<file path="config.mk">
export PLATFORM = sky130hd
export DESIGN_NAME = pong_display_scheduler_flat
export DESIGN_NICKNAME = d
export VERILOG_FILES = /design/src/rtl/pong_display_scheduler_if.sv /design/src/rtl/pong_display_scheduler.sv /design/src/flat_wrapper.sv
export SDC_FILE = /design/constraint.sdc
export NUM_CORES = 1
export LEC_CHECK = 0
export ABC_AREA = 1
export BUFFER_PORTS_ARGS = -buffer_cell sky130_fd_sc_hd__buf_2
export CAP_MARGIN = 20
export CORE_MARGIN = 1
export CORE_UTILIZATION = 50
export CTS_CLUSTER_SIZE = 10
export DETAILED_ROUTE_END_ITERATION = 12
export GPL_ROUTABILITY_DRIVEN = 0
export HOLD_SLACK_MARGIN = 0.12
export PLACE_DENSITY = 0.71
export SETUP_SLACK_MARGIN = 0.1
export SYNTH_ARGS = -nofsm -noshare
export SYNTH_HDL_FRONTEND = slang
export SYNTH_SLANG_ARGS = --single-unit
export TNS_END_PERCENT = 30
</file>
<file path="constraint.sdc">
create_clock -name clk -period 2.5 [get_ports clk]
set_clock_uncertainty 0.2 [all_clocks]
set_input_delay 0.125 -clock clk [delete_from_list [all_inputs] [get_ports clk]]
set_output_delay 0.125 -clock clk [all_outputs]
set_load 0.02 [all_outputs]
</file>
<file path="src/rtl/pong_display_scheduler_if.sv">
// Game-side and matrix-side signals of the pong display scheduler.
// The slave modport is the scheduler's view. The master modport is the game/driver view.
interface pong_display_scheduler_if;
   logic       en;
   logic       p1_up;
   logic       p1_dn;
   logic       p2_up;
   logic       p2_dn;
   logic [2:0] ball_x;
   logic [2:0] ball_y;
   logic       ball_on;
   logic [7:0] Sx;
   logic [7:0] Sy;
   logic [1:0] slot;
   logic [2:0] p1_pos;
   logic [2:0] p2_pos;
   logic       frame_done;

   modport master (
      output en, p1_up, p1_dn, p2_up, p2_dn, ball_x, ball_y, ball_on,
      input  Sx, Sy, slot, p1_pos, p2_pos, frame_done
   );

   modport slave (
      input  en, p1_up, p1_dn, p2_up, p2_dn, ball_x, ball_y, ball_on,
      output Sx, Sy, slot, p1_pos, p2_pos, frame_done
   );
endinterface

</file>
<file path="src/rtl/pong_display_scheduler.sv">
// Time-multiplexes the 8x8 pong matrix between the P1 paddle, the P2 paddle and the ball.
// Paddle registers live here. All display content is snapshotted at frame start, so a frame never tears.
module pong_display_scheduler #(
   parameter int SLOT_CYCLES  = 1000,
   parameter int BLANK_CYCLES = 50,
   parameter int CNT_W        = 16
) (
   input logic                     clk,
   input logic                     rst_n,
   pong_display_scheduler_if.slave bus
);

   typedef enum logic [1:0] {
      ST_P1   = 2'd0,
      ST_P2   = 2'd1,
      ST_BALL = 2'd2
   } state_t;

   localparam logic [CNT_W-1:0] CNT_LAST  = CNT_W'(SLOT_CYCLES - 1);
   localparam logic [CNT_W-1:0] CNT_BLANK = CNT_W'(BLANK_CYCLES);
   localparam logic [2:0]       POS_MAX   = 3'd5;
   localparam logic [2:0]       POS_RESET = 3'd2;

   state_t           state;
   logic [CNT_W-1:0] cnt;
   logic [2:0]       s1;
   logic [2:0]       s2;
   logic [2:0]       sbx;
   logic [2:0]       sby;
   logic             sbon;
   logic [7:0]       nxt_sx;
   logic [7:0]       nxt_sy;
   logic             slot_end;
   logic             snap;

   // A paddle spans pos..pos+2, so its position saturates at 0..5. Opposing pulses cancel.
   function automatic logic [2:0] step_pos(input logic [2:0] pos, input logic up, input logic dn);
      step_pos = pos;
      if (up && !dn && pos != POS_MAX)
         step_pos = pos + 3'd1;
      else if (dn && !up && pos != 3'd0)
         step_pos = pos - 3'd1;
   endfunction

   assign slot_end = (cnt == CNT_LAST);
   assign snap     = !bus.en || (state == ST_BALL && slot_end);

   // NOTE: every output of this block gets a default first. This keeps any path from leaving a value held, so no latch can be inferred.
   always_comb begin
      nxt_sx = 8'h00;
      nxt_sy = 8'hFF;
      if (cnt >= CNT_BLANK) begin
         case (state)
            ST_P1: begin
               nxt_sx = 8'b0000_0111 << s1;
               nxt_sy = 8'h7F;
            end
            ST_P2: begin
               nxt_sx = 8'b0000_0111 << s2;
               nxt_sy = 8'hFE;
            end
            ST_BALL: begin
               if (sbon) begin
                  nxt_sx = 8'b0000_0001 << sbx;
                  nxt_sy = ~(8'b0000_0001 << sby);
               end
            end
            default: ;
         endcase
      end
   end

   // NOTE: all state below is updated with non-blocking assignments. Every register then samples pre-edge values, whatever the statement order.
   always_ff @(posedge clk or negedge rst_n) begin
      if (!rst_n) begin
         bus.p1_pos <= POS_RESET;
         bus.p2_pos <= POS_RESET;
      end else begin
         bus.p1_pos <= step_pos(bus.p1_pos, bus.p1_up, bus.p1_dn);
         bus.p2_pos <= step_pos(bus.p2_pos, bus.p2_up, bus.p2_dn);
      end
   end

   always_ff @(posedge clk or negedge rst_n) begin
      if (!rst_n) begin
         s1   <= POS_RESET;
         s2   <= POS_RESET;
         sbx  <= 3'd0;
         sby  <= 3'd0;
         sbon <= 1'b0;
      end else if (snap) begin
         s1   <= bus.p1_pos;
         s2   <= bus.p2_pos;
         sbx  <= bus.ball_x;
         sby  <= bus.ball_y;
         sbon <= bus.ball_on;
      end
   end

   // Slot FSM with registered outputs. The outputs trail (state, cnt) by one cycle.
   always_ff @(posedge clk or negedge rst_n) begin
      if (!rst_n) begin
         state          <= ST_P1;
         cnt            <= '0;
         bus.Sx         <= 8'h00;
         bus.Sy         <= 8'hFF;
         bus.slot       <= 2'd0;
         bus.frame_done <= 1'b0;
      end else if (!bus.en) begin
         state          <= ST_P1;
         cnt            <= '0;
         bus.Sx         <= 8'h00;
         bus.Sy         <= 8'hFF;
         bus.slot       <= 2'd0;
         bus.frame_done <= 1'b0;
      end else begin
         bus.Sx         <= nxt_sx;
         bus.Sy         <= nxt_sy;
         bus.slot       <= state;
         bus.frame_done <= (state == ST_BALL) && slot_end;
         if (slot_end) begin
            cnt <= '0;
            case (state)
               ST_P1:   state <= ST_P2;
               ST_P2:   state <= ST_BALL;
               default: state <= ST_P1;
            endcase
         end else begin
            cnt <= cnt + 1'b1;
         end
      end
   end

endmodule

</file>
<file path="src/flat_wrapper.sv">
// flat-port wrapper written by rule: the top's interface ports become plain ports
module pong_display_scheduler_flat 
#(
   parameter int SLOT_CYCLES  = 1000,
   parameter int BLANK_CYCLES = 50,
   parameter int CNT_W        = 16
)
  (clk, rst_n, bus_en, bus_p1_up, bus_p1_dn, bus_p2_up, bus_p2_dn, bus_ball_x, bus_ball_y, bus_ball_on, bus_Sx, bus_Sy, bus_slot, bus_p1_pos, bus_p2_pos, bus_frame_done);
  pong_display_scheduler_if bus_i ();
  input logic clk;
  input logic rst_n;
  input wire logic [$bits(bus_i.en)-1:0] bus_en;
  input wire logic [$bits(bus_i.p1_up)-1:0] bus_p1_up;
  input wire logic [$bits(bus_i.p1_dn)-1:0] bus_p1_dn;
  input wire logic [$bits(bus_i.p2_up)-1:0] bus_p2_up;
  input wire logic [$bits(bus_i.p2_dn)-1:0] bus_p2_dn;
  input wire logic [$bits(bus_i.ball_x)-1:0] bus_ball_x;
  input wire logic [$bits(bus_i.ball_y)-1:0] bus_ball_y;
  input wire logic [$bits(bus_i.ball_on)-1:0] bus_ball_on;
  output wire logic [$bits(bus_i.Sx)-1:0] bus_Sx;
  output wire logic [$bits(bus_i.Sy)-1:0] bus_Sy;
  output wire logic [$bits(bus_i.slot)-1:0] bus_slot;
  output wire logic [$bits(bus_i.p1_pos)-1:0] bus_p1_pos;
  output wire logic [$bits(bus_i.p2_pos)-1:0] bus_p2_pos;
  output wire logic [$bits(bus_i.frame_done)-1:0] bus_frame_done;
  assign bus_i.en = bus_en;
  assign bus_i.p1_up = bus_p1_up;
  assign bus_i.p1_dn = bus_p1_dn;
  assign bus_i.p2_up = bus_p2_up;
  assign bus_i.p2_dn = bus_p2_dn;
  assign bus_i.ball_x = bus_ball_x;
  assign bus_i.ball_y = bus_ball_y;
  assign bus_i.ball_on = bus_ball_on;
  assign bus_Sx = bus_i.Sx;
  assign bus_Sy = bus_i.Sy;
  assign bus_slot = bus_i.slot;
  assign bus_p1_pos = bus_i.p1_pos;
  assign bus_p2_pos = bus_i.p2_pos;
  assign bus_frame_done = bus_i.frame_done;
  pong_display_scheduler #(.SLOT_CYCLES(SLOT_CYCLES), .BLANK_CYCLES(BLANK_CYCLES), .CNT_W(CNT_W)) u_core (.clk(clk), .rst_n(rst_n), .bus(bus_i));
endmodule
</file>
Yosys cells after proc, flatten, opt, wreduce, memory -nomap -nowiden:

Index checks and enable logic that the tools add are counted.

* word-level logic and storage cells: 69
* latch bits: 0
* RAM bits: 0
* output and inout bits: 25
* bits in read-only memories: 0
* bits in registers: 56
* memories kept: 0
* bits of input ports: 14

* div/mod/pow operators: 0
* add/subtract/negate cells: 5
* mux-type cells: 19
* bitwise logic cells: 1
* shift-type cells: 4
* reduce and logical (&&, ||, !) cells: 20
* eq/ne operators: 6
* $mul: 0
* $lt $le $gt $ge: 1

Operators with widths (number)
* $mux 8: 6
* $pmux 8 s3: 2
* $mux 16: 2
* $add 16x1->16 const B: 1
* $eq 16x10->1 const B: 1
* $ge 16x6->1 const B: 1
* $shl 1x3->8 const A: 2
* $shl 3x3->8 const A: 2
* $mux 3: 4
* $logic_and 1x1->1: 9
* $not 8->8: 1
* $add 3x1->3 const B: 2
* $mux 2: 3
* $ne 3x3->1 const B: 2
* $reduce_bool 3->1: 2
* $sub 3x1->3 const B: 2
* $logic_not 1->1: 5
* $pmux 2 s2: 1
* $reduce_bool 2->1: 2
* $eq 2x1->1 const B: 1
* $eq 2x2->1 const B: 1
* $logic_not 2->1: 1
* $ne 2x1->1 const B: 1
* $logic_or 1x1->1: 1
* $mux 1: 1

Longest topological paths before layout:

Gate-level depths: netlist of run 1.

* depth in word-level cells: 6
* depth in mapped cells: 10
* depth with buffers taken out: 9

Least setup slack after synthesis of run 1:

OpenSTA, ideal clock, no wires.

* path type: register -> register
* from: reg u_core.bus.p1_pos[1]
* to: reg u_core.bus.p1_pos[2]
* data required time: 2.166 ns
* data arrival time: 1.551 ns
* path buffers: 0
* library setup time: 0.134 ns
* cell stages (with the launch flop): 8
* slack: 0.615 ns
* period minus slack after synthesis: 1.885 ns
* cell sequence: dfstp_2 > inv_1 > nand3_1 > nand3_1 > fa_1 > nand4_1 > o21ai_0 > xor2_1

* longest elaborated chain between the ends: 3
* elaborated cells between the ends (all ways): 9
* those cells by class: add/sub: 2; eq/ne: 1; mux: 2; reduce/logical: 4

Ends and longest elaborated chain
* from (decl): line pong_display_scheduler_if.sv:26 `output Sx, Sy, slot, p1_pos, p2_pos, frame_done`
* from (signal assigned): line pong_display_scheduler.sv:79 `bus.p1_pos <= step_pos(bus.p1_pos, bus.p1_up, bus.p1_dn);`
* $sub 3x1->3, or another cell as far along: line pong_display_scheduler.sv:42 `step_pos = pos - 3'd1;`
* $mux 3, or another cell as far along: line pong_display_scheduler.sv:41 `else if (dn && !up && pos != 3'd0)`
* $mux 3 / $reduce_bool 2->1 (equally long branches)

Several ways; a longest one is shown, not always the timed one. The select of a mux whose other input is x is not followed.
A chain may end at the register's enable or synchronous reset.

Final worst setup path of run 1:

* from: reg u_core.cnt[0]
* to: reg u_core.sbon

* longest elaborated chain between the ends: 3

Ends and longest elaborated chain
* from (decl): line pong_display_scheduler.sv:25 `logic [CNT_W-1:0] cnt;`
* from (signal assigned): line pong_display_scheduler.sv:129 `cnt <= cnt + 1'b1;`
* $eq 16x10->1: line pong_display_scheduler.sv:45 `assign slot_end = (cnt == CNT_LAST);`
* $logic_and 1x1->1: line pong_display_scheduler.sv:46 `assign snap = !bus.en || (state == ST_BALL && slot_end);`
* $logic_or 1x1->1: line pong_display_scheduler.sv:46
* to (signal assigned): line pong_display_scheduler.sv:96 `sbon <= bus.ball_on;`
* to (decl): line pong_display_scheduler.sv:30 `logic sbon;`

Every way passes these cells.

==> results.ini, run 1 <==
[run_status]
status = completed

[finish]
fin_nets = 417
fill_cells = 481
seqCellArea_um2 = 1416
final_cell_mix = nand2_1 (78), nor2_1 (53), dfrtp_1 (44), inv_1 (39), buf_2 (38)
drive_gt1_share_pct = 23.00
final_common_cell = nand2_1
multi_input_area_um2 = 1235
num_antenna_cells = 0
area_delta_synth_final_pct = 16.80

[pwr]
leakage_nw = 1.655
power.total_mw = 2.221
p_per_area_nw_per_um2 = 663.3
ir_worst_vdd_mv = 0.5059

[timing]
rsz0062_at_grt = no
period_share_pct = 88.93
whs_ns = 0.1177
slew_violations = 0
finalSetupViolations = 0
setup-tns-final_ns = 0
hold_violations = 0
max_freq_mhz = 449.8
period_needed_ns = 2.223
tightest_slew_ns = 0.5469
maxSlewHeadroom_pct = 63.54

[clock_tree]
cts_setup_buffers = 0
cts_root_buf = clkbuf_8
htree_levels = 2
clk_path_buf_depth = 2
cts_buffers = 5
clock_sinks = 56
clk_latency_ns = 0.32
tritoncts = built
path_clk_slew_ns = 0.11

[global_route]
grt.overflow.total = 0
grt_first_pass_wirelength_um = 9384
grt_util_all_layers_pct = 19.77
met2_usage_pct = 31.68
grt_pass1_vias = 2123
grt_max_degree = 27
antenna_found_initial = 0
busiest_layer = met2
gr-usage-met3_pct = 4.588
met1_usage_pct = 26.77

[logic_synthesis]
synthCells = 343
yosysUniqueCellTypes = 34
syn_nets = 361
ys_warn_count = 0
syn_area_um2 = 2866
syn_avg_cell_area_um2 = 8.357
ys_ff_latch = 56
ys_seq_area_share_pct = 49.41

[die]
fp.dieArea_um2 = 6040
die_height_um = 77.72
io_pins = 39
die_w_um = 77.72
initial_core_util_pct = 52.06
fp-row-count = 27
fp.coreArea_um2 = 5507

[drt]
ant_nets = 0
drt_iter0_drc = 112
vias_per_cell = 4.837
drc = 0
dr.pass1.iters = 4
vias = 2283
wl_per_cell_um = 11.49
wl_um = 5422

[placed_design]
dp_hpwl_um = 3928
port_buffers = 38

[critical_path]
cpMostUsedCell = nand2_2
cp_slowest_cell = dlygate4sd3_1
required_ns = 2.50
start_kind = flip-flop
path_cells = ha_1 > nand2_2 > clkinv_2 > nand2_2 > nor2_4 > nand3_4 > nand2_8 > nand2_2 > nand2_1 > dlygate4sd3_1
max_stage_delay_ns = 0.56
critPathMaxFanout = 23
end_kind = flip-flop
timing_worst_setup_path_type = reg2reg
critPathArrivalTime_ns = 2.22

[job]
max_cap_viol_count = 0

[min_path]
min_path_type = in2async

area by class of cell:
cell class	instances	area share, %
Clock inverter	3	0.6353
Inverter	42	4.821
Multi-Input combinational cell	239	36.88
Tap cell	72	2.691
Timing Repair Buffer	55	10.61
Clock buffer	5	2.055
Sequential cell	56	42.30
path summary, 6_finish.rpt:
| check | start | endpoint | slack [ns] | depth (start not counted) |
|---|---|---|---|---|
| setup reg to reg | u_core.cnt[0] | u_core.sbon | 0.28 | 10 |
| hold / removal | rst_n | u_core.bus.slot[1] | 0.12 | 2 |
| min in group clk | u_core.cnt[0] | u_core.cnt[0] | 0.29 | 1 |
| setup / recovery | u_core.cnt[0] | u_core.sbon | 0.28 | 10 |
| max in group asynchronous | rst_n | u_core.bus.Sy[1] | 1.29 | 3 |
| hold reg to reg | u_core.cnt[0] | u_core.cnt[0] | 0.29 | 1 |
worst max-delay path, delay by kind of cell, from the launching register on:
kind / cells / cell delay, ns
adder cells (fa/ha/maj): 1 / 0.23
buffers and inverters: 2 / 0.64
flip-flops: 1 / 0.42
AND/OR/NAND/NOR: 7 / 0.62
kinds of logic (layout without fill, tap and decap cells):
| group | Yosys count | count (layout) | synth area share, % |
|---|---|---|---|
| xor+xnor | 9 | 9 | 2.750 |
| fa+ha+maj | 4 | 4 | 2.270 |
| compound gates | 34 | 34 | 7.202 |
| simple gates | 192 | 192 | 30.55 |
| flops | 56 | 56 | 49.41 |
| buf+inv | 48 | 105 | 7.813 |
routing by layer:
metal / part of all wire, % / vias up
met5: 0 / -
met4: 1.3 / 0
met3: 3.9 / 7
met2: 44 / 46
met1: 51 / 1040
li1: - / 1190
sequential cells by signal, summed over array words and instances (netlist names):
name / flops
u_core.bus.Sx: 8
u_core.bus.Sy: 8
u_core.bus.frame_done: 1
u_core.bus.p1_pos: 3
u_core.bus.p2_pos: 3
u_core.bus.slot: 2
u_core.cnt: 16
u_core.s1: 3
u_core.s2: 3
u_core.sbon: 1
u_core.sbx: 3
u_core.sby: 3
u_core.state: 2
synthesized netlist by cell type (all sizes together):
cell type	instances	share of area [%]
dfrtp	44	38
xor2	7	2.1
a21oi	8	1.4
nor2	58	8.6
clkinv	1	0.17
nand3b	1	0.26
nor3	5	0.87
o21ai	22	4.8
xnor2	2	0.61
inv	41	5.5
dfstp	12	11
a22oi	3	0.79
o21bai	1	0.26
buf	6	2.2
and2	1	0.26
nand3	29	5.7
nand2	91	13
nand4	6	1.3
ha	2	0.87
fa	2	1.4
or2	1	0.22
metrics by stage:
stage                     instances  setup slack, ns  instance area [µm²]  util [%]
after floorplan                 343           0.6155                 2867         -
final                           472           0.2766                 3348     60.80
after detailed placement        449           0.5793                 3099     56.28
after global routing            472           0.1737                 3348     60.80
after global placement          449           0.6712                 3099     56.28
after CTS                       472           0.2445                 3339     60.65
repair_timing:
| item | in CTS | in global routing |
|---|---|---|
| endpoints found under the setup margin | 0 | 2 |
| gates resized for setup | 0 | 1 |
| endpoints found under the hold margin | 75 | 0 |
| hold buffers | 15 | 0 |
report_power, final:
part | internal [mW] | switching (mW) | leakage, nW
sequential | 1.03 | 0.116 | 0.710
combinational | 0.222 | 0.346 | 0.901
clock | 0.200 | 0.307 | 0.0445
Power figures use the tool's default switching activity.
==> run 2, diff against run 1 <==
--- a/config.mk
+++ b/config.mk
@@ -15,8 +15,9 @@
 export GPL_ROUTABILITY_DRIVEN = 0
 export HOLD_SLACK_MARGIN = 0.12
 export PLACE_DENSITY = 0.71
+export REMOVE_ABC_BUFFERS = 1
 export SETUP_SLACK_MARGIN = 0.1
 export SYNTH_ARGS = -nofsm -noshare
 export SYNTH_HDL_FRONTEND = slang
 export SYNTH_SLANG_ARGS = --single-unit
-export TNS_END_PERCENT = 30
+export TNS_END_PERCENT = 5
==> run 2 against run 1 <==
  * Final cell count rose by 0.21%
  * Sequential power barely moved
  * Largest power group unchanged
  * Total power rose by 1.4%
  * Routed wire length rose by 3.1%
  * Clock-buffer cell count rose by 1
  * Largest cell class unchanged
  * Via count rose by 2.4%
  * First-iteration DRC count rose by 38%
  * Clock power rose by 4%
  * Worst setup slack got worse by 0.049 ns
  * Cell area rose by 0.49%
==> results.ini, run 2 (synthesis gave the netlist of run 1 again) <==
[finish]
drive_gt1_share_pct = 22.94  ; -0.057 points
largest_registers = u_core.cnt x16, u_core.bus.Sx x8, u_core.bus.Sy x8
final_common_cell = nand2_1
stdcell_area_um2 = 3364  ; +0.49%
largest_reg_flops = 16  ; unchanged
final_cell_mix = nand2_1 (78), nor2_1 (53), dfrtp_1 (44), inv_1 (39), buf_2 (38)
multi_input_area_um2 = 1235  ; unchanged
area_delta_synth_final_pct = 17.37
fill_cells = 502  ; +4.4%
fin_nets = 418  ; +0.24%
num_antenna_cells = 0  ; unchanged
largest-register = u_core.cnt
seqCellArea_um2 = 1416  ; unchanged

[die]
die_w_um = 77.72  ; unchanged
die_height_um = 77.72  ; unchanged
fp.dieArea_um2 = 6040  ; unchanged
io_pins = 39  ; unchanged
fp.coreArea_um2 = 5507  ; unchanged
fp-row-count = 27  ; unchanged
initial_core_util_pct = 52.06  ; unchanged

[min_path]
min_path_type = in2async

[global_route]
antenna_found_initial = 0  ; unchanged
grt_first_pass_wirelength_um = 9853  ; +5.0%
grt.overflow.total = 0  ; unchanged
grt_util_all_layers_pct = 20.59  ; +0.83 points
grt_max_degree = 24  ; -11%
grt_pass1_vias = 2252  ; +6.1%

[clock_tree]
cts_buffers = 5  ; unchanged
path_clk_slew_ns = 0.10  ; about the same
htree_levels = 2  ; unchanged
cts_root_buf = clkbuf_8
clk_latency_ns = 0.31  ; about the same
tritoncts = built
clock_sinks = 56  ; unchanged
clk_path_buf_depth = 2  ; unchanged

[timing]
fin_ws_ns = 0.2281  ; -0.04854 ns
max_freq_mhz = 440.2  ; -2.1%
rsz0062_at_grt = no
maxSlewHeadroom_pct = 59.43  ; -4.1 points
hold_violations = 0  ; unchanged
period_share_pct = 90.88  ; +1.9 points
finalSetupViolations = 0  ; unchanged
tightest_slew_ns = 0.6065  ; +0.05959 ns
setup-tns-final_ns = 0  ; unchanged
period_needed_ns = 2.272  ; +0.04854 ns
slew_violations = 0  ; unchanged

[critical_path]
path_cells = ha_1 > nand2_2 > clkinv_2 > nand2_2 > nor2_4 > nand3_4 > nand2_8 > nand2_2 > nand2_1 > dlygate4sd3_1
cp_slowest_cell = dlygate4sd3_1
timing_worst_setup_path_type = reg2reg
max_stage_delay_ns = 0.56  ; about the same
critPathMaxFanout = 23  ; unchanged
required_ns = 2.50  ; about the same
start_kind = flip-flop
end_kind = flip-flop
cpMostUsedCell = nand2_2
critPathArrivalTime_ns = 2.27  ; +0.05 ns

[job]
max_cap_viol_count = 0  ; unchanged

[drt]
drt_iter0_drc = 154  ; +38%
vias = 2337  ; +2.4%
drc = 0  ; unchanged
wl_per_cell_um = 11.81  ; +2.8%
vias_per_cell = 4.941  ; +2.1%
ant_nets = 0  ; unchanged
wl_um = 5588  ; +3.1%
dr.pass1.iters = 4  ; unchanged

[placed_design]
dp_hpwl_um = 4067  ; +3.5%
place_area_um2 = 3099  ; unchanged
port_buffers = 38  ; unchanged
pre_cts_ws_ns = 0.5994  ; +0.02007 ns

[pwr]
leakage_nw = 1.666  ; +0.68%
power.total_mw = 2.252  ; +1.4%
p_per_area_nw_per_um2 = 669.3  ; +0.91%
ir_worst_vdd_mv = 0.3981  ; -21%

[run_status]
status = completed

run 2: changes by cell type in the layout (fill, tap and decap cells not counted), sizes merged:
cell | before | now
clkinvlp | 1 | 0
dlygate4sd3 | 15 | 16
clkbuf | 5 | 6
run 2: critical path: cells and delay by family, from the launching register on:
family / cells / cell delay (ns)
fa+ha+maj: 1 / 0.24
buf+inv: 2 / 0.64
flops: 1 / 0.42
simple gates: 7 / 0.65
run 2: layout make-up:
type / count / share of cell area, %
Clock buffer: 6 / 2.454
Timing Repair Buffer: 56 / 10.86
Multi-Input combinational cell: 239 / 36.70
Sequential cell: 56 / 42.10
Tap cell: 72 / 2.678
Clock inverter: 2 / 0.4091
Inverter: 42 / 4.797
run 2: metrics by stage:
step / util, % / hold slack [ns] / instances
2_1_floorplan: - / -0.3706 / 337
3_3_place_gp: 56.28 / -0.1286 / 449
3_5_place_dp: 56.28 / -0.1249 / 449
4_1_cts: 60.94 / 0.1596 / 473
5_1_grt: 61.10 / 0.1825 / 473
6_report: 61.10 / 0.1514 / 473
run 2: where the power goes:
group,internal [mW],total [mW],leakage (nW),switching (mW)
clock,0.227,0.525,0.0516,0.298
sequential,1.03,1.15,0.710,0.117
combinational,0.226,0.579,0.905,0.354
total,1.48,2.25,1.67,0.769
run 2: path summary, 6_finish.rpt:
check	from	to	cells after the start	slack [ns]
setup / recovery	u_core.cnt[0]	u_core.sbon	10	0.23
hold / removal	rst_n	u_core.bus.Sy[1]	2	0.15
setup reg to reg	u_core.cnt[0]	u_core.sbon	10	0.23
hold reg to reg	u_core.cnt[0]	u_core.cnt[0]	1	0.29
max in group asynchronous	rst_n	u_core.cnt[9]	3	0.91
min in group clk	u_core.cnt[0]	u_core.cnt[0]	1	0.29
run 2: metal layers:
metal	global-route usage, %	share of wire, %	vias to the layer above
met1	27.27	47	1088
met4	7.736	1.1	0
met2	33.98	48	55
li1	-	-	1190
met5	0	0	-
met3	3.176	4.3	4
run 2: timing repair:
item                                    in CTS  in global routing
gates resized for setup                      0                  1
hold buffers                                16                  0
endpoints found under the setup margin       0                  2
buffers inserted                             0                  0
hold endpoints to repair                    75                  0
==> run 3, diff against run 2 <==
--- a/config.mk
+++ b/config.mk
@@ -14,7 +14,7 @@
 export DETAILED_ROUTE_END_ITERATION = 12
 export GPL_ROUTABILITY_DRIVEN = 0
 export HOLD_SLACK_MARGIN = 0.12
-export PLACE_DENSITY = 0.71
+export PLACE_DENSITY = 0.69
 export REMOVE_ABC_BUFFERS = 1
 export SETUP_SLACK_MARGIN = 0.1
 export SYNTH_ARGS = -nofsm -noshare
==> run 3 against run 2 <==
  * Final cell count shrank 0.21%
  * Combinational power decreased by 2%
  * Register-to-register slack improved by 0.04 ns
==> results.ini, run 3 (synthesis gave the netlist of run 1 again) <==
[timing]
finalSetupViolations = 0  ; unchanged
fin_ws_ns = 0.2663  ; +0.03821 ns
setup-tns-final_ns = 0  ; unchanged
period_share_pct = 89.35  ; -1.5 points
hold_violations = 0  ; unchanged
rsz0062_at_grt = no
max_freq_mhz = 447.7  ; +1.7%
whs_ns = 0.1837  ; +0.03230 ns
tightest_slew_ns = 0.6882  ; +0.08171 ns
period_needed_ns = 2.234  ; -0.03821 ns
maxSlewHeadroom_pct = 54.12  ; -5.3 points
slew_violations = 0  ; unchanged

[finish]
fill_cells = 494  ; -1.6%
largest_registers = u_core.cnt x16, u_core.bus.Sx x8, u_core.bus.Sy x8
multi_input_area_um2 = 1235  ; unchanged
final_cell_mix = nand2_1 (78), nor2_1 (53), dfrtp_1 (44), inv_1 (39), buf_2 (38)
drive_gt1_share_pct = 22.50  ; -0.44 points
seqCellArea_um2 = 1416  ; unchanged
fin_nets = 417  ; -0.24%
stdcell_area_um2 = 3343  ; -0.63%
largest-register = u_core.cnt
area_delta_synth_final_pct = 16.63
largest_reg_flops = 16  ; unchanged
final_common_cell = nand2_1
num_antenna_cells = 0  ; unchanged

[placed_design]
pre_cts_ws_ns = 0.6061  ; +0.006774 ns
dp_hpwl_um = 3920  ; -3.6%
place_area_um2 = 3099  ; unchanged
port_buffers = 38  ; unchanged

[die]
initial_core_util_pct = 52.06  ; unchanged
fp-row-count = 27  ; unchanged
die_height_um = 77.72  ; unchanged
die_w_um = 77.72  ; unchanged
fp.coreArea_um2 = 5507  ; unchanged
io_pins = 39  ; unchanged
fp.dieArea_um2 = 6040  ; unchanged

[drt]
vias = 2280  ; -2.4%
ant_nets = 0  ; unchanged
drt_iter0_drc = 127  ; -18%
drc = 0  ; unchanged
wl_per_cell_um = 11.20  ; -5.2%
wl_um = 5286  ; -5.4%
vias_per_cell = 4.831  ; -2.2%
dr.pass1.iters = 4  ; unchanged

[critical_path]
rr_worst_depth = 10  ; unchanged
critPathTopFamily = simple AND/OR/NAND/NOR gates
critPathArrivalTime_ns = 2.23  ; -0.04 ns
r2r-end = u_core.sbon
timing.rr.start = u_core.cnt[0]
cpMostUsedCell = nand2_2
cp_slowest_cell = dlygate4sd3_1
timing_worst_setup_path_type = reg2reg
r2r_setup_slack_ns = 0.27  ; +0.04 ns
cp.depth = 10  ; unchanged
start_kind = flip-flop
path_buf_inv = 2  ; unchanged
required_ns = 2.50  ; about the same
critPathMaxFanout = 23  ; unchanged
path_cells = ha_1 > nand2_2 > clkinv_2 > nand2_2 > nor2_4 > nand3_4 > nand2_8 > nand2_2 > nand2_1 > dlygate4sd3_1
worstSetupEndpoint = u_core.sbon
max_stage_delay_ns = 0.55  ; about the same
end_kind = flip-flop
critical_path.startpoint = u_core.cnt[0]

[clock_tree]
cts_buffers = 5  ; unchanged
path_clk_slew_ns = 0.10  ; about the same
clk_latency_ns = 0.31  ; about the same
clock_sinks = 56  ; unchanged
htree_levels = 2  ; unchanged
clk_path_buf_depth = 2  ; unchanged
cts_root_buf = clkbuf_8
tritoncts = built
cts_setup_buffers = 0  ; unchanged

[min_path]
min_path_type = in2async

[pwr]
p_per_area_nw_per_um2 = 656.6  ; -1.9%
p_sw_mw = 0.7418  ; -3.5%
ir_worst_vdd_mv = 0.4540  ; +14%
switching_share_pct = 33.80  ; -0.33 points
clockPowerShare_pct = 22.2  ; -1.1 points
p_comb_share_pct = 25.8  ; about the same
sequentialPowerShare_pct = 52.0  ; +1.0 points
intPower_mw = 1.453  ; -2.0%
leakage_nw = 1.653  ; -0.80%

[global_route]
antenna_found_initial = 0  ; unchanged
grt.overflow.total = 0  ; unchanged
grt_first_pass_wirelength_um = 9535  ; -3.2%
grt_max_degree = 34  ; +42%
grt_pass1_vias = 2075  ; -7.9%
grt_util_all_layers_pct = 19.91  ; -0.68 points

[run_status]
status = completed

[job]
max_cap_viol_count = 0  ; unchanged

## run 3: power groups by stage
| stage | Combinational [mW] | Sequential (mW) | Clock (mW) |
|---|---|---|---|
| after floorplan | 0.336 | 1.21 | 0 |
| after global placement | 0.533 | 1.16 | 0 |
| after detailed placement | 0.546 | 1.16 | 0 |
| after CTS | 0.569 | 1.14 | 0.507 |
| after global routing | 0.664 | 1.16 | 0.534 |
| final | 0.566 | 1.14 | 0.487 |
## run 3: timing repair
action / in CTS / in global routing
hold buffers: 15 / 0
setup endpoints to repair: 0 / 2
resized for setup: 0 / 1
endpoints found under the hold margin: 59 / 0
## run 3: stage by stage
stage	utilization [%]	total power [mW]	std cells
detailed placement	56.28	1.707	449
global placement	56.28	1.692	449
global route	60.71	2.362	472
finish	60.71	2.195	472
floorplan	-	1.541	337
CTS	60.55	2.220	472
## run 3: worst min-delay path by stage
stage                      from               end  cells after the start
after floorplan           rst_n  u_core.bus.Sx[0]                      0
after global placement    rst_n     u_core.cnt[2]                      1
after detailed placement  rst_n     u_core.cnt[2]                      1
after CTS                 rst_n     u_core.cnt[2]                      2
after global routing      rst_n     u_core.cnt[2]                      2
final                     rst_n     u_core.cnt[2]                      2
## run 3: layout make-up
class | count | area share [%]
flip-flops and latches | 56 | 42.37
multi-input cells | 239 | 36.94
repair buffers | 55 | 10.63
inverters | 42 | 4.828
well taps | 72 | 2.695
clock buffers | 7 | 2.283
clock inverters | 1 | 0.2620
## run 3: routing by layer
layer | wire [µm] | global-route usage [%]
met4 | 70 | 6.226
met2 | 2337 | 31.42
met5 | 0 | 0
met1 | 2668 | 28.29
met3 | 210 | 2.824
